## config.mk

```make
export PLATFORM = sky130hd
export DESIGN_NAME = bram_uart_dump
export DESIGN_NICKNAME = d
export VERILOG_FILES = /design/src/rtl/dump_pkg.sv /design/src/rtl/uart_tx.sv /design/src/rtl/bram_uart_dump.sv
export SDC_FILE = /design/constraint.sdc
export NUM_CORES = 1
export LEC_CHECK = 0
export CORE_UTILIZATION = 40
export CTS_CLUSTER_SIZE = 20
export DETAILED_ROUTE_END_ITERATION = 7
export PLACE_DENSITY = 0.69
export SKIP_LAST_GASP = 1
export SLEW_MARGIN = 20
export SYNTH_ARGS = -nofsm -noshare
export SYNTH_HDL_FRONTEND = slang
export SYNTH_HIERARCHICAL = 1
export SYNTH_SLANG_ARGS = --single-unit
```

## constraint.sdc

```tcl
create_clock -name clock -period 2.25 [get_ports clock]
set_clock_uncertainty 0.2 [all_clocks]
set_input_delay 0.3375 -clock clock [delete_from_list [all_inputs] [get_ports clock]]
set_output_delay 0.3375 -clock clock [all_outputs]
set_load 0.005 [all_outputs]
```

## src/rtl/dump_pkg.sv

```systemverilog
// Shared definitions for the BRAM-to-UART sample dumper: FSM encoding,
// sync-header bytes and the width of one transmitted frame word.
package dump_pkg;

  localparam int FRAME_W = 16;

  localparam logic [7:0] SYNC_HI = 8'hA5;
  localparam logic [7:0] SYNC_LO = 8'h5A;

  typedef enum logic [2:0] {
    ST_IDLE,
    ST_HEADER,
    ST_READ,
    ST_WAIT,
    ST_SEND_HI,
    ST_SEND_LO,
    ST_NEXT
  } state_t;

endpackage

```

## src/rtl/uart_tx.sv

```systemverilog
// 8N1 UART transmitter, LSB first, idle high. A byte is taken when valid
// is high while idle; idle drops the following cycle until the stop bit ends.
module uart_tx #(
  parameter int CLKS_PER_BIT = 868
) (
  input  logic       clock,
  input  logic       i_reset,
  input  logic [7:0] data,
  input  logic       valid,
  output logic       tx,
  output logic       idle
);

  localparam int CNT_W = $clog2(CLKS_PER_BIT + 1);

  logic             busy;
  logic [3:0]       bit_idx;
  logic [CNT_W-1:0] clk_cnt;
  logic [9:0]       shreg;

  assign idle = ~busy;

  // Frame layout: bit 0 start, bits 1..8 data LSB first, bit 9 stop.
  always_ff @(posedge clock) begin
    if (!busy && valid) shreg <= {1'b1, data, 1'b0};
  end

  always_ff @(posedge clock or posedge i_reset) begin
    if (i_reset) begin
      busy    <= 1'b0;
      bit_idx <= 4'd0;
      clk_cnt <= '0;
      tx      <= 1'b1;
    end else if (!busy) begin
      if (valid) begin
        busy    <= 1'b1;
        bit_idx <= 4'd0;
        clk_cnt <= '0;
        tx      <= 1'b0;
      end
    end else if (clk_cnt == CNT_W'(CLKS_PER_BIT - 1)) begin
      clk_cnt <= '0;
      if (bit_idx == 4'd9) begin
        busy <= 1'b0;
      end else begin
        bit_idx <= bit_idx + 4'd1;
        tx      <= shreg[bit_idx + 4'd1];
      end
    end else begin
      clk_cnt <= clk_cnt + CNT_W'(1);
    end
  end

endmodule

```

## src/rtl/bram_uart_dump.sv

```systemverilog
// Reads DEPTH samples from a capture BRAM and streams each as a sign-extended
// 16-bit word (high byte first) over UART. Define BRAM_DUMP_HEADER_EN to prefix
// every frame with the sync bytes A5 5A.
module bram_uart_dump
  import dump_pkg::*;
#(
  parameter int NB_ADDR      = 11,
  parameter int NB_DATA      = 14,
  parameter int DEPTH        = 2048,
  parameter int CLKS_PER_BIT = 868
) (
  input  logic               clock,
  input  logic               i_reset,
  input  logic               i_start,
  output logic [NB_ADDR-1:0] o_read_addr,
  output logic               o_read_enable,
  input  logic [NB_DATA-1:0] i_read_data,
  output logic               o_tx,
  output logic               o_busy,
  output logic               o_done
);

  state_t                     state, state_next;
  logic [NB_ADDR-1:0]         addr, addr_next;
  logic signed [FRAME_W-1:0]  sample;
  logic [7:0]                 tx_byte;
  logic                       tx_valid, tx_idle;
  logic                       last;
  logic                       done_next;
`ifdef BRAM_DUMP_HEADER_EN
  logic                       hdr_sel, hdr_sel_next;
`endif

  function automatic logic signed [FRAME_W-1:0] sign_extend(input logic [NB_DATA-1:0] d);
    logic signed [NB_DATA-1:0] s;
    s = d;
    return FRAME_W'(s);
  endfunction

  // Terminate on compare so DEPTH == 2**NB_ADDR never relies on wrap-around.
  assign last = (addr == NB_ADDR'(DEPTH - 1));

  always_comb begin
    state_next = state;
    addr_next  = addr;
    tx_valid   = 1'b0;
    tx_byte    = 8'h00;
    done_next  = 1'b0;
`ifdef BRAM_DUMP_HEADER_EN
    hdr_sel_next = hdr_sel;
`endif
    case (state)
      ST_IDLE: begin
        if (i_start) begin
          addr_next = '0;
`ifdef BRAM_DUMP_HEADER_EN
          hdr_sel_next = 1'b0;
          state_next   = ST_HEADER;
`else
          state_next   = ST_READ;
`endif
        end
      end
`ifdef BRAM_DUMP_HEADER_EN
      ST_HEADER: begin
        if (tx_idle) begin
          tx_valid = 1'b1;
          tx_byte  = hdr_sel ? SYNC_LO : SYNC_HI;
          if (hdr_sel) state_next = ST_READ;
          else         hdr_sel_next = 1'b1;
        end
      end
`endif
      ST_READ: state_next = ST_WAIT;
      ST_WAIT: state_next = ST_SEND_HI;
      ST_SEND_HI: begin
        if (tx_idle) begin
          tx_valid   = 1'b1;
          tx_byte    = sample[15:8];
          state_next = ST_SEND_LO;
        end
      end
      ST_SEND_LO: begin
        if (tx_idle) begin
          tx_valid   = 1'b1;
          tx_byte    = sample[7:0];
          state_next = ST_NEXT;
        end
      end
      ST_NEXT: begin
        // The last word only completes once its stop bit has left the line.
        if (last) begin
          if (tx_idle) begin
            done_next  = 1'b1;
            state_next = ST_IDLE;
          end
        end else begin
          addr_next  = addr + NB_ADDR'(1);
          state_next = ST_READ;
        end
      end
      default: state_next = ST_IDLE;
    endcase
  end

  always_ff @(posedge clock or posedge i_reset) begin
    if (i_reset) begin
      state         <= ST_IDLE;
      addr          <= '0;
      o_read_addr   <= '0;
      o_read_enable <= 1'b0;
      o_busy        <= 1'b0;
      o_done        <= 1'b0;
`ifdef BRAM_DUMP_HEADER_EN
      hdr_sel       <= 1'b0;
`endif
    end else begin
      state         <= state_next;
      addr          <= addr_next;
      o_read_enable <= (state_next == ST_READ);
      if (state_next == ST_READ) o_read_addr <= addr_next;
      o_busy        <= (state_next != ST_IDLE);
      o_done        <= done_next;
`ifdef BRAM_DUMP_HEADER_EN
      hdr_sel       <= hdr_sel_next;
`endif
    end
  end

  // BRAM data is valid during WAIT, one cycle after the read strobe.
  always_ff @(posedge clock) begin
    if (state == ST_WAIT) sample <= sign_extend(i_read_data);
  end

  uart_tx #(
    .CLKS_PER_BIT(CLKS_PER_BIT)
  ) u_uart_tx (
    .clock  (clock),
    .i_reset(i_reset),
    .data   (tx_byte),
    .valid  (tx_valid),
    .tx     (o_tx),
    .idle   (tx_idle)
  );

endmodule

```

==> metrics.txt <==
compound-cell area share of the yosys netlist=16.3%; top post-synthesis cells by count=43 x dfrtp_1, 22 x edfxtp_1, 18 x nand2_1; Hold-fix buffers, CTS=0; simple-gate share of the synthesized area=16.3%; Mapped Area=3150 um^2; Fillers=approximately 670; largest family of logic cells by synthesized area=compound AO/OA/AOI/OAI gates; Final Cycle Share=101%; die width=about 91 um; Yosys Warn Count=6; run status=finished, violations left; gpl congestion=0.782; crit path max-delay cell type=or4b_4; fmax=439 MHz; grt ovf=0; register bit count reported by yosys=66; Die Area=between 8000 and 9000 um^2; die height=90.7 um; syn_nets=296; CP Cell Sequence=ha_2, or4b_4, or4_4, or4_1, nand3_1; row count=31; CP Capture Type=flip-flop; setup ws final=-0.0257 ns; pin count of the biggest net entering global routing=29; footprint of the multi-input gates=1290 um^2; Max Cap Violations=0; Worst Path Required=approximately 2.3 ns; nets=357; fin cells=440; vias in the first global route=2326; number of remaining DRC errors=0; Primary FF master, synth=dfrtp_1; CP top delay family=simple AND/OR/NAND/NOR gates; post-synth top area share=34.2%; CTS resizes=0; Diodes inserted=0; clock latency on the worst-skew pair=about 0.35 ns; Synth Area in XOR/XNOR=1.11%; Final HPWL DP=4.54 mm; final WL=~6.6 mm; final hold violations=0; P_leak=about 1.7 nW; Cells after Synth=between 200 and 300; number of unique standard cell types used by synthesis=66; VDD IR max=a little over 0.0005 V; Seq/Total Area, Yosys=a little under three fifths; count of flip-flops with a built-in enable after synthesis=22; first-pass GRT wire length=10.9 mm; relative slew slack=57.0%; failing checks=negative setup slack; CTS tree=yes; CTS Buf Count=9; Synth Area per Inst=11.4 um^2; Startpoint Class=flip-flop; core region area=7450 um^2; Final Setup Violations=1; Crit Path Max Fanout=5; overall routing resource usage=17.0%; DR WL/cell=14.9 um; Adder-Cell Fraction of Synth Area=between 1.5 and 2%; Post-DP Area=3770 um^2; IO Port Bufs=31; Max stage delay on crit path=roughly 0.47 ns; worst path bufs/invs=0; total power=around 3.8 mW; hold slack=roughly 0.18 ns; # clock sinks=66; # IOs=32; PD cells=approximately 960 nW/um^2; crit path time final=between 2 and 2.5 ns; multiplexer area fraction after synthesis=5.56%; Clock transition at path regs=0.08 ns; DRT iter0 DRCs=about 100; Vias/cell=roughly 5.4; Yosys top cell by area=dfrtp_1; register area=approximately 1800 um^2; Root Buffer Master=clkbuf_8; Layout area overhead=26.0%; ANT nets after route=0; pins over their slew limit=0; Hold Path Class=in2async; CTS max path bufs=2; Initial Utilization=between 40 and 50%; H-tree depth=3; Worst-Margin Slew=0.645 ns; count leader, synth=dfrtp_1; top cells by area, synth=dfrtp_1 34%, edfxtp_1 21%, mux2i_1 2.2%; Synth async-reset ratio=66.7%; RSZ-0062 raised after global routing=yes; placed insts=roughly 420; Pre-Repair DR Iteration Count=5; antenna violations before repair=0; kind of critical path=reg2reg; critical path arrival=around 2.4 ns; design area=3970 um^2; layout cells sized above 1=19.1%; total number of vias=2391
==> layout by cell type (no fill, tap or decap), drive strengths merged, types with 7 or more instances in the layout <==
master	synthesis	layout
mux2	7	7
a21o	7	7
nor2	16	16
clkdlybuf4s50	0	31
mux2i	7	7
nand2	18	18
edfxtp	22	22
inv	11	12
dfrtp	43	43
buf	6	33
o21ai	13	13
nand3	12	12
clkbuf	8	10
==> worst reg2reg max path: cells and delay by family (launching register included) <==
family,cells,cell delay [ns]
DFF,1,0.38
adders and majority gates,1,0.19
and+or+nand+nor,4,1.44
==> metal layers <==
metal	up-vias	GRT usage (%)	part of all wire, %
li1	1163	-	-
met1	1152	20.9	45
met2	69	27.7	48
met3	7	5.05	5.1
met4	0	7.26	1.4
met5	-	0	0
==> power breakdown <==
group	switching [mW]	internal (mW)
clock network	0.475	0.516
logic	0.624	0.590
registers	0.135	1.46
total	1.23	2.56
==> sequential cells by signal (all words and copies together), names as in the netlist <==
signal             count
sample                14
addr                  11
o_read_addr           11
u_uart_tx/clk_cnt     10
u_uart_tx/shreg        8
u_uart_tx/bit_idx      4
state                  3
o_busy                 1
o_done                 1
o_read_enable          1
u_uart_tx/busy         1
u_uart_tx/tx           1
==> timing repair <==
action | 4_1_cts | 5_1_grt
pin swaps | 0 | 0
gates cloned | 0 | 0
buffers inserted | 0 | 0
setup endpoints to repair | 2 | 5
endpoints found under the hold margin | 0 | 0
==> cell type report <==
cell class	count	area share, %
clock inverter	6	1.67
clock buffer	10	3.22
timing repair buffer	64	14.1
sequential	66	44.4
multi-input combinational	184	32.5
tap	99	3.12
inverter	11	1.04
==> logic make-up after synthesis <==
group / count (synthesis)
xor+xnor: 4
buf+inv: 25
flops: 66
simple gates: 91
fa+ha+maj: 4
compound gates: 70
mux: 15
==> per-stage QoR <==
| step | setup WS, ns | setup TNS, ns | utilization (%) |
|---|---|---|---|
| floorplan | 0.00692 | 0 | - |
| global placement | -0.0614 | -0.315 | 50.7 |
| detailed placement | -0.140 | -0.866 | 50.7 |
| CTS | -0.0386 | -0.0462 | 53.3 |
| global route | -0.0758 | -0.163 | 53.3 |
| finish | -0.0257 | -0.0257 | 53.3 |
==> path summary, 6_finish.rpt <==
kind | startpoint | end | slack [ns] | cells after the start
hold reg to reg | o_read_addr[2]$_DFFE_PP0N_ | o_read_addr[2]$_DFFE_PP0N_ | 0.28 | 1
max in group asynchronous | i_reset | u_uart_tx/bit_idx[2]$_DFFE_PP0P_ | 1.23 | 2
min in group clock | o_read_addr[2]$_DFFE_PP0N_ | o_read_addr[2]$_DFFE_PP0N_ | 0.28 | 1
setup / recovery | u_uart_tx/clk_cnt[1]$_DFFE_PP0P_ | u_uart_tx/bit_idx[3]$_DFFE_PP0P_ | -0.03 | 5
setup reg to reg | u_uart_tx/clk_cnt[1]$_DFFE_PP0P_ | u_uart_tx/bit_idx[3]$_DFFE_PP0P_ | -0.03 | 5
hold / removal | i_reset | addr[0]$_DFF_PP0_ | 0.18 | 3
(Power assumes the default switching activity.)
